File: src/rtl/rv_isa_pkg.sv
// Shared RV32I encoding constants, shared by the instruction decoder and encoder.
// Holds the opcode map, the immediate-format codes, the canonical NOP and small helpers.
package rv_isa_pkg;

  localparam logic [6:0] OP_R      = 7'b0110011;
  localparam logic [6:0] OP_IMM    = 7'b0010011;
  localparam logic [6:0] OP_LOAD   = 7'b0000011;
  localparam logic [6:0] OP_STORE  = 7'b0100011;
  localparam logic [6:0] OP_BRANCH = 7'b1100011;
  localparam logic [6:0] OP_JAL    = 7'b1101111;
  localparam logic [6:0] OP_JALR   = 7'b1100111;
  localparam logic [6:0] OP_LUI    = 7'b0110111;
  localparam logic [6:0] OP_AUIPC  = 7'b0010111;

  localparam logic [31:0] NOP = 32'h0000_0013;

  typedef enum logic [2:0] {
    IMM_I    = 3'b000,
    IMM_S    = 3'b001,
    IMM_B    = 3'b010,
    IMM_U    = 3'b011,
    IMM_J    = 3'b100,
    IMM_NONE = 3'b111
  } imm_type_e;

  typedef enum logic [1:0] {
    ST_IDLE   = 2'd0,
    ST_ACTIVE = 2'd1,
    ST_DRAIN  = 2'd2
  } enc_state_e;

  // R-type and unknown opcodes both map to IMM_NONE; callers tell them apart by opcode.
  function automatic imm_type_e imm_type_of(input logic [6:0] op);
    imm_type_e t;
    case (op)
      OP_IMM, OP_LOAD, OP_JALR: t = IMM_I;
      OP_STORE:                 t = IMM_S;
      OP_BRANCH:                t = IMM_B;
      OP_LUI, OP_AUIPC:         t = IMM_U;
      OP_JAL:                   t = IMM_J;
      default:                  t = IMM_NONE;
    endcase
    return t;
  endfunction

  // True when v[31:lsb] are all equal, i.e. v is a sign extension of v[lsb:0].
  function automatic logic sext_fits(input logic [31:0] v, input int unsigned lsb);
    logic [31:0] s;
    s = 32'($signed(v) >>> lsb);
    return (s == '0) || (s == '1);
  endfunction

endpackage

File: src/rtl/instr_pack.sv
// Combinational RV32I field packer: builds the instruction word for the opcode's format
// and flags encodings whose opcode is unknown or whose immediate does not fit.
module instr_pack
  import rv_isa_pkg::*;
#(
  parameter logic [31:0] NOP_WORD = NOP
) (
  input  logic [6:0]  opcode,
  input  logic [2:0]  funct3,
  input  logic [6:0]  funct7,
  input  logic [4:0]  rd,
  input  logic [4:0]  rs1,
  input  logic [4:0]  rs2,
  input  logic [31:0] imm,
  output logic [31:0] instr,
  output logic        err
);

  logic [31:0] word;
  logic        legal;

  always_comb begin
    word  = '0;
    legal = 1'b0;
    if (opcode == OP_R) begin
      word  = {funct7, rs2, rs1, funct3, rd, opcode};
      legal = 1'b1;
    end else begin
      case (imm_type_of(opcode))
        IMM_I: begin
          word  = {imm[11:0], rs1, funct3, rd, opcode};
          legal = sext_fits(imm, 11);
        end
        IMM_S: begin
          word  = {imm[11:5], rs2, rs1, funct3, imm[4:0], opcode};
          legal = sext_fits(imm, 11);
        end
        IMM_B: begin
          word  = {imm[12], imm[10:5], rs2, rs1, funct3, imm[4:1], imm[11], opcode};
          legal = !imm[0] && sext_fits(imm, 12);
        end
        IMM_J: begin
          word  = {imm[20], imm[10:1], imm[11], imm[19:12], rd, opcode};
          legal = !imm[0] && sext_fits(imm, 20);
        end
        IMM_U: begin
          word  = {imm[31:12], rd, opcode};
          legal = (imm[11:0] == 12'h000);
        end
        default: begin
          word  = '0;
          legal = 1'b0;
        end
      endcase
    end
    instr = legal ? word : NOP_WORD;
    err   = !legal;
  end

endmodule

File: src/rtl/instr_encoder.sv
// Streaming RV32I encoder on the program-load path: packs field bundles into words,
// stamps sequential byte addresses and buffers them in a 2-entry output FIFO.
module instr_encoder
  import rv_isa_pkg::*;
#(
  parameter int          ADDR_W   = 32,
  parameter int          LEN_W    = 16,
  parameter logic [31:0] NOP_WORD = 32'h0000_0013
) (
  input  logic              clk,
  input  logic              rst,
  input  logic              start,
  input  logic [ADDR_W-1:0] base_addr,
  input  logic [LEN_W-1:0]  prog_len,
  input  logic              in_valid,
  output logic              in_ready,
  input  logic [6:0]        opcode,
  input  logic [2:0]        funct3,
  input  logic [6:0]        funct7,
  input  logic [4:0]        rd,
  input  logic [4:0]        rs1,
  input  logic [4:0]        rs2,
  input  logic [31:0]       imm,
  output logic              out_valid,
  input  logic              out_ready,
  output logic [31:0]       out_instr,
  output logic [ADDR_W-1:0] out_addr,
  output logic              out_err,
  output logic              busy,
  output logic              done
);

  enc_state_e        state_q, state_d;
  logic [ADDR_W-1:0] addr_q, addr_d;
  logic [LEN_W-1:0]  len_q, len_d;
  logic [LEN_W-1:0]  cnt_q, cnt_d;
  logic [1:0]        count_q, count_d;
  logic              wr_ptr_q, wr_ptr_d;
  logic              rd_ptr_q, rd_ptr_d;

  logic [31:0]       fifo_instr_q [2];
  logic [ADDR_W-1:0] fifo_addr_q  [2];
  logic              fifo_err_q   [2];

  logic [31:0] pk_instr;
  logic        pk_err;
  logic        push;
  logic        pop;

  instr_pack #(.NOP_WORD(NOP_WORD)) u_pack (
    .opcode (opcode),
    .funct3 (funct3),
    .funct7 (funct7),
    .rd     (rd),
    .rs1    (rs1),
    .rs2    (rs2),
    .imm    (imm),
    .instr  (pk_instr),
    .err    (pk_err)
  );

  assign in_ready  = (state_q == ST_ACTIVE) && (count_q != 2'd2);
  assign push      = in_valid && in_ready;
  assign out_valid = (count_q != 2'd0);
  assign pop       = out_valid && out_ready;
  assign out_instr = fifo_instr_q[rd_ptr_q];
  assign out_addr  = fifo_addr_q[rd_ptr_q];
  assign out_err   = fifo_err_q[rd_ptr_q];
  assign busy      = (state_q != ST_IDLE);

  always_comb begin
    state_d  = state_q;
    addr_d   = addr_q;
    len_d    = len_q;
    cnt_d    = cnt_q;
    done     = 1'b0;
    wr_ptr_d = wr_ptr_q ^ push;
    rd_ptr_d = rd_ptr_q ^ pop;
    count_d  = count_q + {1'b0, push} - {1'b0, pop};
    case (state_q)
      ST_IDLE: begin
        if (start) begin
          // The low two address bits are forced to zero so words stay 4-aligned.
          addr_d  = base_addr & ~ADDR_W'(3);
          len_d   = prog_len;
          cnt_d   = '0;
          state_d = (prog_len == '0) ? ST_DRAIN : ST_ACTIVE;
        end
      end
      ST_ACTIVE: begin
        if (push) begin
          addr_d = addr_q + ADDR_W'(4);
          cnt_d  = cnt_q + LEN_W'(1);
          if (cnt_q + LEN_W'(1) == len_q) state_d = ST_DRAIN;
        end
      end
      ST_DRAIN: begin
        if (count_q == 2'd0) begin
          done    = 1'b1;
          state_d = ST_IDLE;
        end
      end
      default: state_d = ST_IDLE;
    endcase
  end

  always_ff @(posedge clk or posedge rst) begin
    if (rst) begin
      state_q  <= ST_IDLE;
      addr_q   <= '0;
      len_q    <= '0;
      cnt_q    <= '0;
      count_q  <= '0;
      wr_ptr_q <= 1'b0;
      rd_ptr_q <= 1'b0;
      for (int i = 0; i < 2; i++) begin
        fifo_instr_q[i] <= '0;
        fifo_addr_q[i]  <= '0;
        fifo_err_q[i]   <= 1'b0;
      end
    end else begin
      state_q  <= state_d;
      addr_q   <= addr_d;
      len_q    <= len_d;
      cnt_q    <= cnt_d;
      count_q  <= count_d;
      wr_ptr_q <= wr_ptr_d;
      rd_ptr_q <= rd_ptr_d;
      if (push) begin
        fifo_instr_q[wr_ptr_q] <= pk_instr;
        fifo_addr_q[wr_ptr_q]  <= addr_q;
        fifo_err_q[wr_ptr_q]   <= pk_err;
      end
    end
  end

endmodule

File: config.mk
export PLATFORM = sky130hd
export DESIGN_NAME = instr_encoder
export DESIGN_NICKNAME = d
export VERILOG_FILES = /design/src/rtl/rv_isa_pkg.sv /design/src/rtl/instr_pack.sv /design/src/rtl/instr_encoder.sv
export SDC_FILE = /design/constraint.sdc
export NUM_CORES = 1
export LEC_CHECK = 0
export ABC_AREA = 1
export BUFFER_PORTS_ARGS = -buffer_cell sky130_fd_sc_hd__buf_2
export CORE_MARGIN = 3
export CORE_UTILIZATION = 55
export CTS_CLUSTER_SIZE = 10
export DETAILED_ROUTE_END_ITERATION = 8
export PLACE_DENSITY_LB_ADDON = 0.05
export SLEW_MARGIN = 20
export SYNTH_ARGS = -nofsm -noshare
export SYNTH_HDL_FRONTEND = slang
export SYNTH_SLANG_ARGS = --single-unit
File: constraint.sdc
create_clock -name clk -period 7.3 [get_ports clk]
set_input_delay 1.46 -clock clk [delete_from_list [all_inputs] [get_ports clk]]
set_output_delay 1.46 -clock clk [all_outputs]
set_load 0.01 [all_outputs]
---- Yosys cells after proc, flatten, opt, wreduce, memory -nomap -nowiden ----
Index checks and enable logic that the tools add are counted.
operators by class
  add/sub/neg operators ................... 4
  magnitude comparators ................... 3
  eq/ne operators ......................... 24
  multiplexer cells ....................... 37
  bitwise gates (word level) .............. 4
  reductions and logical operators ........ 28
operator list
  cell                                                 count
  2-to-1 mux 32 bit                                    11
  case mux 32 bit (5 select lines)                     1
  bitwise mux 64 bit                                   2
  equality test 32 bit, second input constant          3
  zero test 32 bit                                     3
  case mux 32 bit (2 select lines)                     1
  adder 32 x 3 -> 32 bit, second input constant        1
  demux 32 bit (select 1 bit)                          1
  2-to-1 mux 16 bit                                    2
  case mux 16 bit (2 select lines)                     1
  equality test 7 x 6 -> 1 bit, second input constant  3
  equality test 7 bit, second input constant           3
  adder 16 x 1 -> 16 bit, second input constant        1
  equality test 16 bit                                 1
  zero test 16 bit                                     1
  case mux 3 bit (5 select lines)                      1
  equality test 7 x 5 -> 1 bit, second input constant  2
  zero test 12 bit                                     1
  2-to-1 mux 2 bit                                     5
  != test 2 bit, second input constant                 4
  equality test 7 x 2 -> 1 bit, second input constant  1
  2-to-1 mux 1 bit                                     7
  equality test 3 x 2 -> 1 bit, second input constant  2
  logical AND 1 bit                                    6
  26 further kinds                                     36
storage, ports and cells
  flip-flop bits (word level) ............. 200
  input bits .............................. 117

---- Longest topological paths before layout ----
Gate-level depths: netlist (run 1).
  word-level depth ........................ 10
  gate-level depth with buffers ........... 16

---- Modules after synthesis ----
From an unflattened synthesis (run 1), not the netlist that was laid out.
second synthesis, totals
  cell total of the unflattened synthesis .. 1493
  area total of the unflattened synthesis .. 11124.4 um2
by module, submodules not included
  module         instances  cells each  area an instance (um2)
  instr_encoder  1          1167        9510.4
  instr_pack     1          326         1614.0

---- Least setup slack after synthesis (run 1) ----
OpenSTA, ideal clock, no wires.
  path kind ............................... input port to flip-flop
  start ................................... input port opcode[4]
  end ..................................... register fifo_instr_q[23] in the netlist's numbering
  data arrival time ....................... 2.689 ns
  slack ................................... 4.493 ns
  cell stages on the path ................. 11
  buffers on the path ..................... 2
  path through ............................ inv_1 > nand3_1 > clkinv_1 > a32oi_2 > nand2_1 > a21boi_1 > nand3_2 > buf_4 > buf_6 > nand3_1 > nand2_1
between the ends
  cells in the longest elaborated chain, start to end .. 10
  elaborated cells on any way between the ends .. 25
  those cells by class .................... eq/ne (13); mux (8); reduce/logical (4)
RTL lines
  item                                                                    line                  RTL
  from (decl)                                                             instr_encoder.sv:17   input logic [6:0] opcode,
  equality test 7 x 5 -> 1 bit (tied with other cells)                    rv_isa_pkg.sv:35      case (op)
  OR reduction 3 bit / OR reduction 2 bit (equally long branches)         rv_isa_pkg.sv:35
  case mux 3 bit (5 select lines)                                         rv_isa_pkg.sv:35
  2-to-1 mux 3 bit                                                        instr_pack.sv:25      if (opcode == OP_R) begin
  equality test 3 x 1 -> 1 bit / zero test 3 bit (equally long branches)  instr_pack.sv:29      case (imm_type_of(opcode))
  OR reduction 2 bit (no line)                                            --
  case mux 1 bit (4 select lines)                                         instr_pack.sv:29
  2-to-1 mux 1 bit                                                        instr_pack.sv:25
  2-to-1 mux 32 bit (*)                                                   instr_pack.sv:56      instr = legal ? word : NOP_WORD;
  bitwise mux 64 bit (*)                                                  instr_encoder.sv:130  fifo_instr_q[wr_ptr_q] <= pk_instr;
  to (signal, indexed assignment)                                         instr_encoder.sv:130
  to (decl)                                                               instr_encoder.sv:41   logic [31:0] fifo_instr_q [2];
Mark *: on every way between the ends. The rest lies on a longest branch, timed or not. The select of a mux whose other input is x is not followed.
A chain may end at the register's enable or synchronous reset.

---- Worst setup path in the final report (run 1) ----
  start ................................... register state_q[0]
  end ..................................... register fifo_addr_q[31] in the netlist's numbering
between the ends
  cells in the longest elaborated chain, start to end .. 3
RTL lines
  item                             line                  RTL
  from (decl)                      instr_encoder.sv:33   enc_state_e state_q, state_d;
  from (signal assigned)           instr_encoder.sv:122  state_q <= state_d;
  equality test 2 x 1 -> 1 bit     instr_encoder.sv:62   assign in_ready = (state_q == ST_ACTIVE) && (count_q != 2'd2);
  logical AND 1 bit                instr_encoder.sv:62
  logical AND 1 bit                instr_encoder.sv:63   assign push = in_valid && in_ready;
  to (signal, indexed assignment)  instr_encoder.sv:131  fifo_addr_q[wr_ptr_q] <= addr_q;
  to (decl)                        instr_encoder.sv:42   logic [ADDR_W-1:0] fifo_addr_q [2];
No other way between the ends.

==> summary.json, run 1 <==
{
  "outcome": {
    "status": "completed"
  },
  "worst_hold_path": {
    "timing.hold.worst.class": "reg -> reg",
    "min_path_cells": 2,
    "worstHoldStart": "fifo_instr_q[32]$_DFFE_PP0P_",
    "worst_hold_path.endpoint": "fifo_instr_q[32]$_DFFE_PP0P_"
  },
  "power_and_ir_drop": {
    "p_int_uw": 2369,
    "share_seq_of_total_power": 0.405,
    "total_leakage_power_uw": 0.006475,
    "sw_frac_of_total": 0.4283,
    "vdd_ir_drop_max_mv": 0.2287,
    "power.clock.fraction": 0.226,
    "power.density_cell_area_nw_per_um2": 335.6,
    "comb_power_share": 0.369,
    "net_switching_power_uw": 1775
  },
  "clock_tree": {
    "cts_buffers": 17,
    "clock_latency_ns": 0.44,
    "cts_hold_repair.buffers": 0,
    "cts_setup_buffers": 0,
    "cts_max_path_buffers": 2,
    "root_buffer_cell": "sky130_fd_sc_hd__clkbuf_16",
    "post_cts_resize_count": 0,
    "cts-htree-levels": 4,
    "cts_sinks": 194,
    "cts.reportedPaths.clkPinSlew_ns": 0.08,
    "tritoncts": "yes"
  },
  "floorplanning": {
    "ios": 186,
    "die_x_um": 146.0,
    "core_area_um2": 18960,
    "fp-row-count": 50,
    "dieArea_um2": 21320,
    "floorplan.initialDensity": 0.5688,
    "floorplan.die.height_um": 146.0
  },
  "synth": {
    "synth_enable_flop_cells": 0,
    "number_of_warnings_reported_in_the_yosys_synthesis_log": 0,
    "synth.lib_cells_used.distinct": 43,
    "syn_area_um2": 10780,
    "ys_seq_area_frac": 0.4503,
    "synth_async_sr_flop_share": 1.000,
    "ys.flop_type": "sky130_fd_sc_hd__dfrtp_1",
    "postSynthCellCount": 1518,
    "post_synthesis_register_bit_count": 194,
    "syn_avg_cell_area_um2": 7.102
  },
  "sta": {
    "rsz0062_at_grt": "no",
    "timing.final.setup_violations": 0,
    "slew_headroom": 0.2317,
    "hold_violations": 0,
    "setup_total_negative_slack_ns": 0,
    "timing.clock.skew_ns": 0.01006,
    "slew_violations": 0,
    "finalCriticalPeriod_ns": 3.961,
    "max_freq_mhz": 252.4,
    "fin_ws_ns": 3.339,
    "timing.final.crit_share": 0.5427,
    "timing_worst_slew_pin_value_ns": 1.151
  },
  "final_layout": {
    "final_cell_mix": "sky130_fd_sc_hd__nand2_1, sky130_fd_sc_hd__dfrtp_1, sky130_fd_sc_hd__buf_2, sky130_fd_sc_hd__inv_1, sky130_fd_sc_hd__o21ai_0",
    "antenna_cells": 0,
    "drive_gt1_frac": 0.1508,
    "finish.net_count": 1775,
    "mostFrequentLayoutCell": "sky130_fd_sc_hd__nand2_1",
    "syn_to_final_growth_pct": 14.55
  },
  "setup_path": {
    "rrSetupSlack_ns": 3.34,
    "worst_ep_arrival_time_ns": 4.23,
    "timing.reg2reg.worst_path_depth": 12,
    "r2r-start": "state_q[0]$_DFFE_PP0P_",
    "cp_data_required_time_ns": 7.57,
    "path_max_fanout": 81,
    "rr_endpoint": "fifo_addr_q[31]$_DFFE_PP0P_",
    "worst_setup_path_end_kind": "flip-flop",
    "timing.critical_path.from_type": "flip-flop",
    "critPathKind": "reg -> reg"
  },
  "run": {
    "max-cap-violations": 0
  },
  "route": {
    "remaining_drc_errors": 0,
    "drt_iter0_markers": 731,
    "avgRoutedWirePerCell_um": 15.05,
    "detail_route.wirelength_mm": 28.97,
    "per_cell_via_count_in_the_routed_design": 5.342,
    "first_pass_iters": 6,
    "dr_total_vias": 10280,
    "route.antenna.remaining_nets": 0
  },
  "placement": {
    "dpl_worst_slack_ns": 3.009,
    "dp_hpwl_mm": 19.98,
    "globalplace.congestion": 0.9336,
    "placement.io_buffers": 181
  },
  "global_routing": {
    "grt_util_all_layers": 0.2693,
    "grt_first_pass_wirelength_mm": 47.36,
    "antenna_found_initial": 0,
    "first_global_vias": 9303,
    "largest_net_degree_at_the_start_of_global_routing": 124,
    "grt-ovfl-total": 0
  }
}
## layer usage
layer | part of all wire | track usage | vias up
li1 | - | - | 5159
met1 | 0.45 | 0.3798 | 4798
met3 | 0.047 | 0.03135 | 31
met4 | 0.016 | 0.07103 | 0
met5 | 0 | 0 | -
met2 | 0.49 | 0.4473 | 296
## kinds of logic after synthesis
kind of cell	synth area share
DFF	0.4503
adders and majority gates	0.006963
and+or+nand+nor	0.3223
AOI/OAI and AO/OA	0.1246
other	0.0003478
buffers and inverters	0.08820
xor gates and xnor gates	0.007312
## flip-flops by register name, summed over array words and instances, names as in the netlist
name          cells
count_q           2
rd_ptr_q          1
fifo_instr_q     64
len_q            16
state_q           2
wr_ptr_q          1
fifo_err_q        2
cnt_q            16
addr_q           30
fifo_addr_q      60
## layout make-up
| cell class | instances | area, um2 |
|---|---|---|
| multi-input cells | 1086 | 4992 |
| repair buffers | 188 | 958.4 |
| well taps | 260 | 325.3 |
| fillers | 1748 | 6605 |
| inverters | 165 | 626.9 |
| flip-flops and latches | 194 | 4856 |
| clock inverters | 15 | 166.4 |
| clock buffers | 17 | 425.4 |
## worst max path at each step
stage | depth (start not counted) | slack (ns) | start | endpoint
after floorplan | 1 | 0.56 | rst | addr_q[10]$_DFFE_PP0P_
after global placement | 11 | 3.09 | opcode[4] | fifo_instr_q[59]$_DFFE_PP0P_
after detailed placement | 9 | 3.01 | opcode[4] | fifo_err_q[0]$_DFFE_PP0P_
after CTS | 12 | 3.38 | state_q[0]$_DFFE_PP0P_ | fifo_addr_q[31]$_DFFE_PP0P_
after global routing | 12 | 2.98 | state_q[0]$_DFFE_PP0P_ | fifo_addr_q[5]$_DFFE_PP0P_
final | 12 | 3.34 | state_q[0]$_DFFE_PP0P_ | fifo_addr_q[31]$_DFFE_PP0P_
## power groups by stage
stage               clock, uW  combinational, uW  sequential, uW
floorplan                   0               1130            1580
detailed placement          0               1530            1690
global route              996               1740            1730
finish                    936               1530            1680
CTS                       953               1540            1680
global placement            0               1500            1690
## through the flow
step / instance area (um2) / total power [uW] / hold slack [ns] / util / cells
floorplan: 10790 / 2712 / 0.4194 / - / 1519
detailed placement: 11750 / 3228 / 0.4394 / 0.6199 / 1893
global placement: 11750 / 3185 / 0.4300 / 0.6199 / 1893
global route: 12350 / 4467 / 0.4881 / 0.6516 / 1925
CTS: 12340 / 4170 / 0.4601 / 0.6512 / 1925
finish: 12350 / 4145 / 0.4508 / 0.6516 / 1925
## synthesized netlist by cell type, types with 2 or more instances
| library cell | n | share of area |
|---|---|---|
| sky130_fd_sc_hd__dfrtp_1 | 194 | 0.45 |
| sky130_fd_sc_hd__buf_4 | 5 | 0.0035 |
| sky130_fd_sc_hd__nor3_1 | 14 | 0.0065 |
| sky130_fd_sc_hd__nand4_1 | 26 | 0.015 |
| sky130_fd_sc_hd__nor2_2 | 5 | 0.0029 |
| sky130_fd_sc_hd__inv_2 | 3 | 0.0010 |
| sky130_fd_sc_hd__nand3b_1 | 6 | 0.0042 |
| sky130_fd_sc_hd__nand2_1 | 576 | 0.20 |
| sky130_fd_sc_hd__buf_6 | 3 | 0.0031 |
| sky130_fd_sc_hd__nor2_1 | 59 | 0.021 |
| sky130_fd_sc_hd__o211ai_1 | 23 | 0.016 |
| sky130_fd_sc_hd__a21oi_1 | 38 | 0.018 |
| sky130_fd_sc_hd__buf_2 | 10 | 0.0046 |
| sky130_fd_sc_hd__nand3_1 | 118 | 0.055 |
| sky130_fd_sc_hd__nor4_1 | 7 | 0.0041 |
| sky130_fd_sc_hd__buf_1 | 8 | 0.0028 |
| sky130_fd_sc_hd__ha_1 | 6 | 0.0070 |
| sky130_fd_sc_hd__a31oi_1 | 4 | 0.0023 |
| sky130_fd_sc_hd__or2_2 | 4 | 0.0023 |
| sky130_fd_sc_hd__o22ai_1 | 23 | 0.013 |
| sky130_fd_sc_hd__clkbuf_1 | 48 | 0.017 |
| sky130_fd_sc_hd__a22o_1 | 2 | 0.0016 |
| sky130_fd_sc_hd__xnor2_1 | 3 | 0.0024 |
| sky130_fd_sc_hd__xor2_1 | 6 | 0.0049 |
| sky130_fd_sc_hd__o21ai_0 | 136 | 0.063 |
| sky130_fd_sc_hd__nor3_2 | 3 | 0.0028 |
| sky130_fd_sc_hd__o221ai_1 | 2 | 0.0016 |
| sky130_fd_sc_hd__o21ai_1 | 6 | 0.0028 |
| sky130_fd_sc_hd__nand2_2 | 6 | 0.0035 |
| sky130_fd_sc_hd__inv_1 | 161 | 0.056 |
## critical path, cell delays in order, from the launching register on
cell,delay (ns)
sky130_fd_sc_hd__dfrtp_1,0.86
sky130_fd_sc_hd__inv_1,0.19
sky130_fd_sc_hd__nor2_2,0.14
sky130_fd_sc_hd__inv_1,0.33
sky130_fd_sc_hd__a21oi_2,0.24
sky130_fd_sc_hd__nand2_1,0.07
sky130_fd_sc_hd__buf_4,0.21
sky130_fd_sc_hd__inv_1,0.17
sky130_fd_sc_hd__ha_2,0.84
sky130_fd_sc_hd__inv_2,0.03
sky130_fd_sc_hd__buf_4,0.38
sky130_fd_sc_hd__nand2_1,0.14
sky130_fd_sc_hd__o21ai_0,0.10
Note: power is estimated with default switching activity, not from simulation.
==> inputs of run 2 (changes only) <==
ABC_AREA = 0   (was 1)
CORE_UTILIZATION = 51   (was 55)
clock period = 3.3 ns   (was 7.3 ns; I/O delays follow)
==> summary.json, run 2 <==
{
  "outcome": {
    "status": "completed"
  },
  "global_routing": {
    "antenna_found_initial": {"value": 1, "change": "+1"},
    "grt_util_all_layers": {"value": 0.2416, "change": "-0.02771"},
    "first_global_vias": {"value": 8229, "change": "-12%"},
    "grt-ovfl-total": {"value": 0, "change": "unchanged"},
    "grt_first_pass_wirelength": {"value": 43.03, "unit": "mm", "change": "-9.1%"},
    "largest_net_degree_at_the_start_of_global_routing": {"value": 143, "change": "+15%"}
  },
  "clock_tree": {
    "cts_sinks": {"value": 194, "change": "unchanged"},
    "cts-htree-levels": {"value": 4, "change": "unchanged"},
    "post_cts_resize_count": {"value": 0, "change": "unchanged"},
    "root_buffer_cell": "sky130_fd_sc_hd__clkbuf_16",
    "tritoncts": "yes",
    "cts_max_path_buffers": {"value": 2, "change": "unchanged"},
    "cts_hold_repair.buffers": {"value": 0, "change": "unchanged"},
    "cts_setup_buffers": {"value": 0, "change": "unchanged"},
    "cts.reportedPaths.clkPinSlew": {"value": 0.08, "unit": "ns", "change": "about the same"},
    "clock_latency": {"value": 0.43, "unit": "ns", "change": "about the same"},
    "cts_buffers": {"value": 17, "change": "unchanged"}
  },
  "run": {
    "max-cap-violations": {"value": 0, "change": "unchanged"}
  },
  "floorplanning": {
    "floorplan.die.height": {"value": 147.9, "unit": "um", "change": "+1.3%"},
    "core_area": {"value": 19650, "unit": "um2", "change": "+3.7%"},
    "fp-row-count": {"value": 51, "change": "+2.0%"},
    "ios": {"value": 186, "change": "unchanged"},
    "floorplan.initialDensity": {"value": 0.5227, "change": "-0.04612"},
    "die_x": {"value": 147.9, "unit": "um", "change": "+1.3%"},
    "dieArea": {"value": 21880, "unit": "um2", "change": "+2.6%"}
  },
  "route": {
    "detail_route.wirelength": {"value": 26.35, "unit": "mm", "change": "-9.0%"},
    "avgRoutedWirePerCell": {"value": 17.72, "unit": "um", "change": "+18%"},
    "dr_total_vias": {"value": 8473, "change": "-18%"},
    "route.antenna.remaining_nets": {"value": 0, "change": "unchanged"},
    "first_pass_iters": {"value": 8, "change": "+2"},
    "drt_iter0_markers": {"value": 599, "change": "-18%"},
    "per_cell_via_count_in_the_routed_design": {"value": 5.698, "change": "+6.7%"},
    "remaining_drc_errors": {"value": 0, "change": "unchanged"}
  },
  "sta": {
    "timing_worst_slew_pin_value": {"value": 0.8962, "unit": "ns", "change": "-0.2549 ns"},
    "slew_headroom": {"value": 0.4025, "change": "+0.1708"},
    "rsz0062_at_grt": "no",
    "finalCriticalPeriod_ns": 2.613,
    "setup_total_negative_slack": {"value": 0, "unit": "ns", "change": "unchanged"},
    "hold_violations": {"value": 0, "change": "unchanged"},
    "fin_ws": {"value": 0.6867, "unit": "ns", "change": "-2.652 ns"},
    "timing.clock.skew": {"value": 0.01047, "unit": "ns", "change": "+0.0004148 ns"},
    "slew_violations": {"value": 0, "change": "unchanged"},
    "max_freq_mhz": 382.7,
    "timing.final.setup_violations": {"value": 0, "change": "unchanged"},
    "timing.final.crit_share": 0.7919
  },
  "setup_path": {
    "rrSetupSlack": {"value": 0.69, "unit": "ns", "change": "-2.65 ns"},
    "worst_setup_path_end_kind": "output port",
    "cp_data_required_time": {"value": 2.64, "unit": "ns", "change": "-4.93 ns"},
    "timing.reg2reg.worst_path_depth": {"value": 7, "change": "-5"},
    "critical_path.cell_chain": "buf_4 -> mux2_2 -> buf_2",
    "rr_endpoint": "fifo_addr_q[13]$_DFFE_PP0P_",
    "timing.critical_path.from": "rd_ptr_q$_DFF_PP0_",
    "cpPeakStageDelay": {"value": 0.54, "unit": "ns", "change": "-0.32 ns"},
    "timing.critical_path.from_type": "flip-flop",
    "r2r-start": "state_q[1]$_DFFE_PP0P_",
    "slowest_stage": "sky130_fd_sc_hd__buf_4",
    "critPathKind": "reg -> out",
    "worst_ep_arrival_time": {"value": 1.95, "unit": "ns", "change": "-2.28 ns"},
    "path_max_fanout": {"value": 49, "change": "-40%"}
  },
  "final_layout": {
    "final_cell_mix": "sky130_fd_sc_hd__dfrtp_1, sky130_fd_sc_hd__buf_2, sky130_fd_sc_hd__mux2_2, sky130_fd_sc_hd__nand2_1, sky130_fd_sc_hd__nor2_1",
    "largest_register": "fifo_instr_q",
    "drive_gt1_frac": {"value": 0.3191, "change": "+0.1684"},
    "reg_top3": "fifo_instr_q (64), fifo_addr_q (60), addr_q (30)",
    "largest_register_ffs": {"value": 64, "change": "unchanged"},
    "finish.net_count": {"value": 1332, "change": "-25%"},
    "mostFrequentLayoutCell": "sky130_fd_sc_hd__dfrtp_1",
    "syn_to_final_growth_pct": 17.31,
    "antenna_cells": {"value": 0, "change": "unchanged"},
    "utilization": {"value": 0.6131, "change": "-0.03842"}
  },
  "power_and_ir_drop": {
    "share_seq_of_total_power": {"value": 0.409, "change": "+0.004"},
    "vdd_ir_drop_max": {"value": 0.4794, "unit": "mV", "change": "+110%"},
    "power.density_cell_area": {"value": 763.3, "unit": "nW/um2", "change": "+130%"},
    "net_switching_power": {"value": 3376, "unit": "uW", "change": "+90%"},
    "comb_power_share": {"value": 0.369, "change": "about the same"},
    "power.clock.fraction": {"value": 0.222, "change": "-0.004"},
    "sw_frac_of_total": {"value": 0.3671, "change": "-0.06122"},
    "total_leakage_power": {"value": 0.005442, "unit": "uW", "change": "-16%"},
    "p_int": {"value": 5821, "unit": "uW", "change": "+150%"}
  },
  "synth": {
    "syn_avg_cell_area": {"value": 9.774, "unit": "um2", "change": "+38%"},
    "synth_common_cells": "sky130_fd_sc_hd__dfrtp_1, sky130_fd_sc_hd__mux2_2, sky130_fd_sc_hd__nand2_1, sky130_fd_sc_hd__nor2_1, sky130_fd_sc_hd__a21oi_1",
    "post_synthesis_register_bit_count": {"value": 194, "change": "unchanged"},
    "synth.lib_cells_used.distinct": {"value": 62, "change": "+44%"},
    "synth_largest_area_cell": "sky130_fd_sc_hd__dfrtp_1",
    "yosysMostFrequentCell": "sky130_fd_sc_hd__dfrtp_1",
    "synth_async_sr_flop_share": {"value": 1.000, "change": "unchanged"},
    "ys.flop_type": "sky130_fd_sc_hd__dfrtp_1",
    "synth.top_cell.area_share": {"value": 0.4726, "change": "+0.02232"},
    "synth.area.top_cells": "sky130_fd_sc_hd__dfrtp_1, sky130_fd_sc_hd__mux2_2, sky130_fd_sc_hd__nand2_1",
    "number_of_warnings_reported_in_the_yosys_synthesis_log": {"value": 0, "change": "unchanged"},
    "postSynthCellCount": {"value": 1051, "change": "-31%"},
    "ys_seq_area_frac": {"value": 0.4726, "change": "+0.02232"},
    "syn_area": {"value": 10270, "unit": "um2", "change": "-4.7%"},
    "synth_enable_flop_cells": {"value": 0, "change": "unchanged"}
  },
  "placement": {
    "globalplace.congestion": {"value": 0.9360, "change": "+0.26%"},
    "placement.io_buffers": {"value": 181, "change": "unchanged"},
    "dpl_worst_slack": {"value": 0.3626, "unit": "ns", "change": "-2.647 ns"},
    "dp_hpwl": {"value": 18.36, "unit": "mm", "change": "-8.1%"}
  },
  "worst_hold_path": {
    "timing.hold.worst.class": "in -> async"
  }
}
-- run 2: cells by family after synthesis --
family / count (synthesis) / share of synthesized area
compound gates: 229 / 0.1392
xor+xnor: 26 / 0.02217
fa+ha+maj: 6 / 0.007308
buf+inv: 89 / 0.03484
flops: 194 / 0.4726
mux: 128 / 0.1398
other cells: 1 / 0.0003651
simple gates: 378 / 0.1837
-- run 2: stage by stage --
| step | area (um2) | instances | power [uW] | hold slack [ns] |
|---|---|---|---|---|
| final | 12050 | 1487 | 9197 | 0.3595 |
| after floorplan | 10280 | 1052 | 6071 | 0.4305 |
| after CTS | 12050 | 1487 | 9284 | 0.3616 |
| after detailed placement | 11460 | 1455 | 7218 | 0.4479 |
| after global placement | 11460 | 1455 | 7136 | 0.4472 |
| after global routing | 12050 | 1487 | 9825 | 0.3898 |
-- run 2: how the worst max path moves through the flow --
stage / to / slack [ns]
after floorplan: addr_q[10]$_DFFE_PP0P_ / 0.14
after global routing: state_q[1]$_DFFE_PP0P_ / 0.50
after global placement: fifo_instr_q[44]$_DFFE_PP0P_ / 0.34
after CTS: out_instr[4] / 0.67
after detailed placement: fifo_instr_q[47]$_DFFE_PP0P_ / 0.36
final: out_instr[21] / 0.69
-- run 2: worst max-delay path: cells and delay by family (launching register included) --
family                 cells  cell delay (ns)
buffers and inverters      2             0.69
DFF                        1             0.36
muxes                      1             0.44
-- run 2: final cells by class --
| type | count | area, um2 |
|---|---|---|
| sequential | 194 | 4856 |
| clock inverter | 15 | 163.9 |
| tap | 265 | 331.6 |
| multi-input combinational | 769 | 5100 |
| clock buffer | 17 | 425.4 |
| timing repair buffer | 202 | 1076 |
| inverter | 25 | 97.59 |
| fill | 1749 | 7604 |
-- run 2: power by group through the flow --
stage	clock [uW]	sequential [uW]	combinational [uW]
6_report	2040	3760	3390
5_1_grt	2190	3890	3750
4_1_cts	2090	3760	3430
3_5_place_dp	0	3810	3410
3_3_place_gp	0	3770	3360
2_1_floorplan	0	3590	2480
-- run 2: metal layers --
metal / GRT usage / wire [um] / vias up
met1: 0.3538 / 12290 / 4092
met3: 0.03893 / 1629 / 21
li1: - / - / 4094
met2: 0.3861 / 12160 / 264
met5: 0 / 9 / -
met4: 0.04758 / 257 / 2
==> inputs of run 3 (changes only) <==
clock period = 2.25 ns   (was 3.3 ns; I/O delays follow)
==> summary.json, run 3 (synthesized netlist as in run 2, its figures left out) <==
{
  "sta": {
    "timing.clock.skew": {"value": 0.008400, "unit": "ns", "change": "-0.002072 ns"},
    "finalCriticalPeriod_ns": 2.367,
    "timing_worst_slew_pin_value": {"value": 0.7314, "unit": "ns", "change": "-0.1648 ns"},
    "fin_ws": {"value": -0.1174, "unit": "ns", "change": "-0.8042 ns"},
    "slew_violations": {"value": 0, "change": "unchanged"},
    "timing.final.crit_share": 1.052,
    "timing.hold.ws": {"value": 0.2250, "unit": "ns", "change": "-0.1345 ns"},
    "timing.final.setup_violations": {"value": 2, "change": "+2"},
    "setup_total_negative_slack": {"value": -0.2090, "unit": "ns", "change": "-0.2090 ns"},
    "slew_headroom": {"value": 0.5079, "change": "+0.1054"},
    "max_freq_mhz": 422.4,
    "rsz0062_at_grt": "yes",
    "hold_violations": {"value": 0, "change": "unchanged"}
  },
  "route": {
    "route.antenna.remaining_nets": {"value": 0, "change": "unchanged"},
    "detail_route.wirelength": {"value": 27.84, "unit": "mm", "change": "+5.7%"},
    "first_pass_iters": {"value": 5, "change": "-3"},
    "avgRoutedWirePerCell": {"value": 17.63, "unit": "um", "change": "-0.50%"},
    "drt_iter0_markers": {"value": 528, "change": "-12%"},
    "remaining_drc_errors": {"value": 0, "change": "unchanged"},
    "per_cell_via_count_in_the_routed_design": {"value": 5.650, "change": "-0.84%"},
    "dr_total_vias": {"value": 8922, "change": "+5.3%"}
  },
  "setup_path": {
    "rr_endpoint": "state_q[1]$_DFFE_PP0P_",
    "critical_path.cell_chain": "buf_4 -> nand2_1 -> buf_4 -> nor3_1 -> o32ai_1 -> nor4_1 -> nand4_1 -> nor4_4 -> o21bai_1",
    "worst_ep_arrival_time": {"value": 2.72, "unit": "ns", "change": "+0.77 ns"},
    "critical-path-top-cell-by-count": "sky130_fd_sc_hd__buf_4",
    "cp_top_family": "simple AND/OR/NAND/NOR gates",
    "r2r-start": "cnt_q[0]$_DFFE_PP0P_",
    "cp_data_required_time": {"value": 2.61, "unit": "ns", "change": "-0.03 ns"},
    "critPathKind": "reg -> reg",
    "path_max_fanout": {"value": 5, "change": "-90%"},
    "timing.critical_path.from_type": "flip-flop",
    "slowest_stage": "sky130_fd_sc_hd__dfrtp_1",
    "critical_path_buf_inv_count": {"value": 2, "change": "unchanged"},
    "cpPeakStageDelay": {"value": 0.39, "unit": "ns", "change": "-0.15 ns"},
    "worst_setup_path_end_kind": "flip-flop",
    "timing.reg2reg.worst_path_depth": {"value": 9, "change": "+2"},
    "rrSetupSlack": {"value": -0.12, "unit": "ns", "change": "-0.80 ns"}
  },
  "power_and_ir_drop": {
    "post_route_total_power": {"value": 14050, "unit": "uW", "change": "+53%"},
    "power.density_cell_area": {"value": 1087, "unit": "nW/um2", "change": "+42%"},
    "share_seq_of_total_power": {"value": 0.386, "change": "-0.023"},
    "total_leakage_power": {"value": 0.005969, "unit": "uW", "change": "+9.7%"},
    "p_int": {"value": 9029, "unit": "uW", "change": "+55%"},
    "net_switching_power": {"value": 5024, "unit": "uW", "change": "+49%"},
    "vdd_ir_drop_max": {"value": 0.6404, "unit": "mV", "change": "+34%"},
    "comb_power_share": {"value": 0.388, "change": "+0.019"},
    "power.clock.fraction": {"value": 0.226, "change": "+0.004"},
    "sw_frac_of_total": {"value": 0.3575, "change": "-0.009602"}
  },
  "global_routing": {
    "grt-ovfl-total": {"value": 0, "change": "unchanged"},
    "grt_first_pass_wirelength": {"value": 44.71, "unit": "mm", "change": "+3.9%"},
    "largest_net_degree_at_the_start_of_global_routing": {"value": 62, "change": "-57%"},
    "antenna_found_initial": {"value": 1, "change": "unchanged"},
    "grt_util_all_layers": {"value": 0.2536, "change": "+0.01201"},
    "first_global_vias": {"value": 8705, "change": "+5.8%"}
  },
  "floorplanning": {
    "dieArea": {"value": 21880, "unit": "um2", "change": "unchanged"},
    "ios": {"value": 186, "change": "unchanged"},
    "die_x": {"value": 147.9, "unit": "um", "change": "unchanged"},
    "core_area": {"value": 19650, "unit": "um2", "change": "unchanged"},
    "fp-row-count": {"value": 51, "change": "unchanged"},
    "floorplan.initialDensity": {"value": 0.5227, "change": "unchanged"},
    "floorplan.die.height": {"value": 147.9, "unit": "um", "change": "unchanged"}
  },
  "clock_tree": {
    "tritoncts": "yes",
    "cts_buffers": {"value": 17, "change": "unchanged"},
    "cts.reportedPaths.clkPinSlew": {"value": 0.07, "unit": "ns", "change": "about the same"},
    "clock_latency": {"value": 0.43, "unit": "ns", "change": "about the same"},
    "cts_max_path_buffers": {"value": 2, "change": "unchanged"},
    "cts-htree-levels": {"value": 4, "change": "unchanged"},
    "cts_sinks": {"value": 194, "change": "unchanged"},
    "root_buffer_cell": "sky130_fd_sc_hd__clkbuf_16"
  },
  "placement": {
    "placedInstanceArea": {"value": 12210, "unit": "um2", "change": "+6.6%"},
    "placement.io_buffers": {"value": 181, "change": "unchanged"},
    "dp_hpwl": {"value": 19.71, "unit": "mm", "change": "+7.3%"},
    "globalplace.congestion": {"value": 0.8767, "change": "-6.3%"},
    "dp.cells": {"value": 1544, "change": "+6.1%"}
  },
  "final_layout": {
    "largest_register_ffs": {"value": 64, "change": "unchanged"},
    "final_cell_mix": "sky130_fd_sc_hd__dfrtp_1, sky130_fd_sc_hd__buf_2, sky130_fd_sc_hd__mux2_2, sky130_fd_sc_hd__nand2_1, sky130_fd_sc_hd__buf_4",
    "layout.filler_cells": {"value": 1631, "change": "-6.7%"},
    "postLayoutCellArea": {"value": 12930, "unit": "um2", "change": "+7.3%"},
    "drive_gt1_frac": {"value": 0.3737, "change": "+0.05452"},
    "final_cells": {"value": 1579, "change": "+6.2%"},
    "antenna_cells": {"value": 0, "change": "unchanged"},
    "mostFrequentLayoutCell": "sky130_fd_sc_hd__dfrtp_1",
    "reg_top3": "fifo_instr_q (64), fifo_addr_q (60), addr_q (30)",
    "largest_register": "fifo_instr_q",
    "syn_to_final_growth_pct": 25.91,
    "finish.net_count": {"value": 1424, "change": "+6.9%"}
  },
  "run": {
    "max-cap-violations": {"value": 0, "change": "unchanged"}
  },
  "outcome": {
    "status": "complete, but fails checks",
    "violations": "negative setup slack"
  },
  "worst_hold_path": {
    "timing.hold.worst.class": "in -> reg",
    "min_path_cells": 3,
    "worstHoldStart": "prog_len[0]",
    "worst_hold_path.endpoint": "len_q[0]$_DFFE_PP0P_"
  }
}
==> run 3: cell type report <==
class	count	area (um2)	area share
Inverter	25	100.1	0.007739
Tap cell	265	331.6	0.02564
Timing Repair Buffer	294	1844	0.1426
Sequential cell	194	4860	0.3757
Clock buffer	20	446.7	0.03454
Multi-Input combinational cell	769	5189	0.4012
Clock inverter	12	162.7	0.01258
==> run 3: worst max path at each step <==
stage                              endpoint  cells past startpoint  slack (ns)                  from
6_report             state_q[1]$_DFFE_PP0P_                      9       -0.12  cnt_q[0]$_DFFE_PP0P_
5_1_grt              state_q[1]$_DFFE_PP0P_                      9        -0.1  cnt_q[0]$_DFFE_PP0P_
4_1_cts              state_q[1]$_DFFE_PP0P_                      9      0.0008  cnt_q[0]$_DFFE_PP0P_
3_5_place_dp   fifo_instr_q[10]$_DFFE_PP0P_                      9       -0.26               imm[17]
3_3_place_gp   fifo_instr_q[39]$_DFFE_PP0P_                     10       -0.23               imm[12]
2_1_floorplan        addr_q[10]$_DFFE_PP0P_                      1       -0.70                   rst
==> run 3: repair_timing <==
action / in CTS / in global routing
hold endpoints to repair: 8 / 0
buffers inserted: 0 / 2
resized for setup: 4 / 15
hold buffers: 1 / 0
gates cloned: 0 / 0
endpoints found under the setup margin: 3 / 7
pin swaps: 3 / 5
==> run 3: metal layers <==
layer | track usage | wire (um)
met2 | 0.4042 | 12870
met5 | 0 | 13
met4 | 0.07483 | 534
met3 | 0.03985 | 1913
met1 | 0.3622 | 12510
==> run 3: metrics by stage <==
step	setup slack (ns)	util
2_1_floorplan	-0.7044	-
3_3_place_gp	-0.2280	0.6215
3_5_place_dp	-0.2650	0.6215
4_1_cts	0.0008296	0.6539
5_1_grt	-0.09616	0.6581
6_report	-0.1174	0.6581
==> run 3: worst min-delay path, stage by stage <==
cell,delay (ns)
sky130_fd_sc_hd__buf_2,0.09
sky130_fd_sc_hd__nand2_1,0.04
sky130_fd_sc_hd__nand2_1,0.04
==> run 3: power groups by stage <==
stage / logic [uW] / registers, uW / clock network [uW]
2_1_floorplan: 3680 / 5270 / 0
3_3_place_gp: 5300 / 5440 / 0
3_5_place_dp: 5390 / 5480 / 0
4_1_cts: 5450 / 5420 / 3220
5_1_grt: 6010 / 5610 / 3360
6_report: 5450 / 5430 / 3170
